==> src/rtl/alu_pkg.sv <==
// Shared definitions for the ALU and the arbiter that fronts it.
package alu_pkg;

  localparam int XLEN = 64;

  typedef enum logic [2:0] {
    ALU_ADD = 3'b000,
    ALU_SUB = 3'b001,
    ALU_AND = 3'b010,
    ALU_OR  = 3'b011
  } alu_op_t;

  typedef enum logic [1:0] {
    IDLE = 2'd0,
    EXEC = 2'd1,
    RESP = 2'd2
  } arb_state_t;

endpackage

==> src/rtl/rr_arbiter.sv <==
// Combinational round-robin picker: first asserted request at or after ptr,
// wrapping modulo NUM_REQ. The pointer register belongs to the caller.
module rr_arbiter #(
  parameter int NUM_REQ = 2,
  parameter int ID_W    = $clog2(NUM_REQ)
) (
  input  logic [NUM_REQ-1:0] req,
  input  logic [ID_W-1:0]    ptr,
  input  logic               en,
  output logic [NUM_REQ-1:0] gnt,
  output logic [ID_W-1:0]    gnt_id,
  output logic               gnt_valid
);

  // Scan ptr, ptr+1, ... and stop at the first requester found.
  always_comb begin
    int pos;
    logic [ID_W-1:0] idx;
    gnt       = '0;
    gnt_id    = '0;
    gnt_valid = 1'b0;
    pos       = 0;
    idx       = '0;
    for (int i = 0; i < NUM_REQ; i++) begin
      pos = int'(ptr) + i;
      if (pos >= NUM_REQ) pos = pos - NUM_REQ;
      idx = pos[ID_W-1:0];
      if (en && !gnt_valid && req[idx]) begin
        gnt_valid = 1'b1;
        gnt[idx]  = 1'b1;
        gnt_id    = idx;
      end
    end
  end

endmodule

==> src/rtl/alu_arbiter.sv <==
// Shares one external ALU between NUM_REQ requesters. One operation is in
// flight at a time: IDLE accepts, EXEC lets the ALU evaluate the latched
// operands for one cycle, RESP holds the result until the consumer takes it.
//
// Handshakes: a transfer happens on a rising edge where valid and ready are
// both high. A requester holds its req_* stable while req_valid is high and
// req_ready is low; the response side holds rsp_* stable while rsp_valid is
// high and rsp_ready is low. ready is never a function of a later cycle.
module alu_arbiter #(
  parameter int NUM_REQ = 2,
  parameter int XLEN    = alu_pkg::XLEN,
  parameter int ID_W    = $clog2(NUM_REQ)
) (
  input  logic                           clk,
  input  logic                           rst_n,
  input  logic [NUM_REQ-1:0]             req_valid,
  output logic [NUM_REQ-1:0]             req_ready,
  input  logic [NUM_REQ-1:0][XLEN-1:0]   req_a,
  input  logic [NUM_REQ-1:0][XLEN-1:0]   req_b,
  input  logic [NUM_REQ-1:0][2:0]        req_op,
  output logic                           rsp_valid,
  input  logic                           rsp_ready,
  output logic [ID_W-1:0]                rsp_id,
  output logic [XLEN-1:0]                rsp_result,
  output logic                           rsp_zero,
  output logic [XLEN-1:0]                alu_a,
  output logic [XLEN-1:0]                alu_b,
  output logic [2:0]                     alu_control,
  input  logic [XLEN-1:0]                alu_result,
  input  logic                           alu_zero,
  output alu_pkg::arb_state_t            state,
  output logic [ID_W-1:0]                ptr
);

  import alu_pkg::*;

  logic [NUM_REQ-1:0] gnt;
  logic [ID_W-1:0]    gnt_id;
  logic               gnt_valid;
  logic               arb_en;

  // Only arbitrate while idle and out of reset, so req_ready is zero otherwise.
  assign arb_en = rst_n && (state == IDLE);

  rr_arbiter #(
    .NUM_REQ (NUM_REQ),
    .ID_W    (ID_W)
  ) u_rr (
    .req       (req_valid),
    .ptr       (ptr),
    .en        (arb_en),
    .gnt       (gnt),
    .gnt_id    (gnt_id),
    .gnt_valid (gnt_valid)
  );

  assign req_ready = gnt;

  // Operation FSM; operand and response registers drive the outputs directly.
  always_ff @(posedge clk) begin
    if (!rst_n) begin
      state       <= IDLE;
      ptr         <= '0;
      alu_a       <= '0;
      alu_b       <= '0;
      alu_control <= '0;
      rsp_valid   <= 1'b0;
      rsp_id      <= '0;
      rsp_result  <= '0;
      rsp_zero    <= 1'b0;
    end else begin
      case (state)
        IDLE: begin
          if (gnt_valid) begin
            alu_a       <= req_a[gnt_id];
            alu_b       <= req_b[gnt_id];
            alu_control <= req_op[gnt_id];
            rsp_id      <= gnt_id;
            ptr         <= (gnt_id == ID_W'(NUM_REQ - 1)) ? '0 : gnt_id + 1'b1;
            state       <= EXEC;
          end
        end
        EXEC: begin
          rsp_result <= alu_result;
          rsp_zero   <= alu_zero;
          rsp_valid  <= 1'b1;
          state      <= RESP;
        end
        RESP: begin
          if (rsp_ready) begin
            rsp_valid <= 1'b0;
            state     <= IDLE;
          end
        end
        default: state <= IDLE;
      endcase
    end
  end

endmodule

==> config.mk <==
export PLATFORM = sky130hd
export DESIGN_NAME = alu_arbiter
export DESIGN_NICKNAME = d
export VERILOG_FILES = /design/src/rtl/alu_pkg.sv /design/src/rtl/rr_arbiter.sv /design/src/rtl/alu_arbiter.sv
export SDC_FILE = /design/constraint.sdc
export NUM_CORES = 1
export LEC_CHECK = 0
export BUFFER_PORTS_ARGS = -buffer_cell sky130_fd_sc_hd__buf_2
export CAP_MARGIN = 10
export CORE_AREA = 2 2 209 211
export CTS_BUF_LIST = sky130_fd_sc_hd__clkbuf_4 sky130_fd_sc_hd__clkbuf_8
export CTS_CLUSTER_SIZE = 28
export DETAILED_ROUTE_END_ITERATION = 8
export DIE_AREA = 0 0 211 213
export PLACE_DENSITY = 0.48
export SYNTH_ARGS = -nofsm -noshare
export SYNTH_HDL_FRONTEND = slang
export SYNTH_HIERARCHICAL = 1
export SYNTH_SLANG_ARGS = --single-unit
==> constraint.sdc <==
create_clock -name clk -period 2.39 [get_ports clk]
set_clock_uncertainty 0.1 [all_clocks]
set_input_delay 0.478 -clock clk [delete_from_list [all_inputs] [get_ports clk]]
set_output_delay 0.478 -clock clk [all_outputs]
set_load 0.1 [all_outputs]
After elaboration in Yosys (flattened, before gate mapping)
Index checks and enable logic that the tools add are counted.

word-level totals
  bits of input ports = 332
  output and inout port bits = 203
  flip-flop bits (word level) = 201

cells by class
  muxes and demuxes = 28
  bitwise operators = 1
  $add $sub $neg = 4
  reduce and logical (&&, ||, !) cells = 12
  $lt $le $gt $ge = 7
  equality and inequality tests = 4

operators by type and width
  cell                                                                          count
  64-bit 2-to-1 mux                                                             4
  1-bit 2-to-1 mux                                                              14
  2-bit 2-to-1 mux                                                              4
  1-bit logical AND                                                             6
  1-bit by 2-bit less-than comparator with 1-bit output, second input constant  3
  3-bit 2-to-1 mux                                                              2
  2-bit case mux with 3 select lines                                            1
  2-bit AND reduction                                                           3
  2-bit inequality test, second input constant                                  2
  1-bit by 1-bit adder with 2-bit output, second input constant                 1
  1-bit demux with 1-bit select                                                 2
  2-bit by 1-bit equality test with 1-bit output, second input constant         1
  2-bit equality test, second input constant                                    1
  1-bit >= comparator, second input constant                                    2
  1-bit by 2-bit >= comparator with 1-bit output, second input constant         1
  2-bit >= comparator, second input constant                                    1
  2-bit logical NOT                                                             1
  2-bit bitwise OR                                                              1
  1-bit case mux with 2 select lines                                            1
  2-bit nonzero test                                                            1
  1-bit subtractor, second input constant                                       2
  1-bit adder, second input constant                                            1
  1-bit logical NOT                                                             1

Depth between registers and ports, before layout
  depth after elaboration = 12
  gate-level depth with buffers = 10
  depth with buffers taken out = 7

Modules after synthesis
The synthesis kept the hierarchy.

by module, submodules not included
  module       cells an instance  times used  area an instance (um2)  sequential area each (um2)
  alu_arbiter  887                1           8627.0                  4023.9
  rr_arbiter   7                  1           33.8                    0.0

Worst setup path before layout
OpenSTA, ideal clock, no wires.

  kind = reg-to-output
  start point = reg state[0]
  end point = out req_ready[1]
  stages on the path, launching flop included = 5
  slack = -0.814 ns
  arrival time = 2.626 ns
  path through = dfxtp_1 > nor2_1 > and2_1 > nand2_1 > a21oi_1

between the ends
  longest elaborated chain between the ends = 8

RTL lines
  item                             line               text
  from (decl)                      alu_arbiter.sv:31  output alu_pkg::arb_state_t state,
  from (signal assigned)           alu_arbiter.sv:62  state <= IDLE;
  from (signal assigned)           alu_arbiter.sv:80  state <= EXEC;
  from (signal assigned)           alu_arbiter.sv:87  state <= RESP;
  2-bit logical NOT *              alu_arbiter.sv:43  assign arb_en = rst_n && (state == IDLE);
  1-bit logical AND *              alu_arbiter.sv:43
  named net arb_en                 alu_arbiter.sv:40  logic arb_en;
  1-bit logical AND                rr_arbiter.sv:28   if (en && !gnt_valid && req[idx]) begin
  1-bit 2-to-1 mux                 rr_arbiter.sv:28
  1-bit logical NOT                rr_arbiter.sv:28
  1-bit logical AND (2 in series)  rr_arbiter.sv:28
  2-bit 2-to-1 mux *               rr_arbiter.sv:28
  to (decl)                        alu_arbiter.sv:17  output logic [NUM_REQ-1:0] req_ready,

The timed path passes the listed nets; every way through them passes the cells marked *.

Final worst setup path
  start point = reg state[1]
  end point = out req_ready[1]

Same word-level chain as after synthesis.

==> results.cfg <==
[run_status]
status = completed

[sta]
drv_slew = 0
rsz0062_at_grt = no
max-slew-margin-rel = 0.3748
setup_viol = 0
hold_viol_final = 0
min_period_ns = 2.219
max_freq_ghz = 0.4507
tns_ns = 0
period_share = 0.9283
max_slew.worst_pin.slew_ns = 0.9377

[cts]
post_cts_buffers = 0
clk_pin_slew_ns = 0.05
clock_sinks = 201
cts_tree = done
h-tree-depth = 2
insertion_delay_ns = 0.55
clockBufferDepth = 3
root_buffer = clkbuf_8
cts_made_buffers = 39

[setup_path]
worstPathArrival_ns = 1.64
r2r-end = alu_a[54]
crit_path_end_kind = primary output
r2r_slack_ns = 0.25
worstSetupStartpointType = flip-flop
cp-startpoint = state[1]
cp.required_ns = 1.81
rr_worst_depth = 9
rr_startpoint = state[1]
critPathMaxFanout = 7
critPathKind = flip-flop to primary output

[cells_and_area]
final_layout_size_suffix_gt1_frac = 0.4466
fin_area_mm2 = 0.01297
final_cell_mix = 531 x buf_2, 263 x nand2_1, 198 x dfxtp_1
nNetsFinal = 1755
n_fill_cell = 4582
final_common_cell = buf_2
area_growth_pct = 49.75

[routing]
avgRoutedWirePerCell_um = 15.10
post-route-drc-count = 0
vias_per_cell = 4.229
postRouteAntennaNets = 0
dr.pass1.iters = 6
drtIter0Drc = 351
drt-total-wl_mm = 30.17
vias = 8449

[synthesis]
seq_area_frac_synth = 0.4646
synth_flop_cell = dfxtp_1
syn_nets = 1226
ys_types = 20
synth_edf_count = 0
syn_area_per_cell_um2 = 9.688
synth_seq_cells = 201
synthArstFlopShare = 0
syn_inst = 894
ys_warn_count = 6
syn_area_mm2 = 0.008661

[pwr]
max-vdd-ir-drop_v = 0.0003890
power.leakage_uw = 0.007156
p_per_area_mw_per_mm2 = 870.3

[floorplanning]
row_count = 76
die_area_mm2 = 0.04494
die_h_um = 213
start_util = 0.2028
die_w_um = 211
core_area_mm2 = 0.04270
io_pins = 535

[place]
place.gp.congestion = 0.8109
hpwlAfterDp_mm = 22.61
placed_area_mm2 = 0.01209
portBuffers = 534

[flow_run]
drv_cap = 0

[global_route]
antenna_found_initial = 1
grt_pass1_wl_mm = 45.11
grt_max_degree = 203
overflow = 0
grt_pass1_vias = 8386
grt.total_usage = 0.1268

[worst_hold_path]
holdPathEnd = rsp_result[48]
hold_path_startpoint = alu_result[48]
hold_depth = 3
worst_hold_path_type = input pin to flip-flop
==> critical path, cell delays in order, from the launching register on <==
cell and delay [ns]:
dfxtp_2 0.36, nor2_1 0.14, and2_4 0.17, nand2_2 0.08
a21oi_4 0.14, buf_12 0.18
==> per-stage QoR <==
stage               utilization  power, uW  setup WS [ns]  std cells  hold WS, ns
floorplan                     -       6728         0.2117        894       0.5229
global placement         0.2832       7605         0.1659       1928       0.3446
detailed placement       0.2832       7618         0.1126       1928       0.3537
CTS                      0.3037      11500        0.03742       1997     0.007653
global route             0.3037      11790        0.02594       1997      0.04644
finish                   0.3038      11290         0.1713       1998      0.07710
==> sequential cells by signal (all words and copies together) (netlist names) <==
register and flops:
rsp_zero 1, state 2, rsp_id 1, ptr 1
rsp_result 64, alu_b 64, alu_a 64, alu_control 3
rsp_valid 1
==> kinds of logic after synthesis <==
group           count (synthesis)  synth area share
compound gates                207            0.2144
buf+inv                        82           0.04782
flops                         201            0.4646
mux                           131            0.1514
simple gates                  273            0.1218
==> what timing repair did <==
| item | in CTS | in global routing |
|---|---|---|
| resized for setup | 1 | 1 |
| hold buffers | 0 | 0 |
| endpoints found under the setup margin | 1 | 2 |
==> per-layer routing <==
metal,vias up,share of wire,track usage
li1,4179,-,-
met1,3905,0.41,0.1476
met2,317,0.49,0.2193
met3,48,0.073,0.03501
met4,0,0.024,0.05221
met5,-,0,0
==> cells in the mapped netlist, types with 2 or more instances <==
cell	count	area, um2
nand2_1	264	991.0
dfxtp_1	201	4024
mux2i_1	131	1311
o211a_1	131	1311
a21boi_0	65	488.0
buf_2	37	185.2
clkbuf_1	27	101.4
buf_4	16	120.1
a21oi_1	6	30.03
o21ai_0	4	20.02
inv_1	2	7.510
nor2_1	2	7.510
==> worst max path at each step <==
stage / slack, ns / end / cells past startpoint
floorplan: 0.21 / alu_a[57] / 10
global placement: 0.17 / alu_b[12] / 9
detailed placement: 0.11 / alu_a[54] / 9
CTS: 0.04 / req_ready[1] / 5
global route: 0.03 / req_ready[0] / 5
finish: 0.17 / req_ready[1] / 5
==> cell type report <==
type	count	area (um2)	share of cell area
Inverter	2	7.507	0.0005788
Multi-Input combinational cell	611	4265	0.3289
Clock buffer	67	834.6	0.06435
Timing Repair Buffer	568	3114	0.2401
Clock inverter	2	35.03	0.002701
Sequential cell	201	4028	0.3105
Antenna cell	1	2.502	0.0001929
Tap cell	546	683.2	0.05267
==> power breakdown <==
part	leakage [uW]	internal, uW	switching, uW	total [uW]
registers	0.00165	3650	154	3800
logic	0.00504	843	2880	3720
clock network	0.000464	2290	1480	3760
Note: power is estimated with default switching activity, not from simulation.
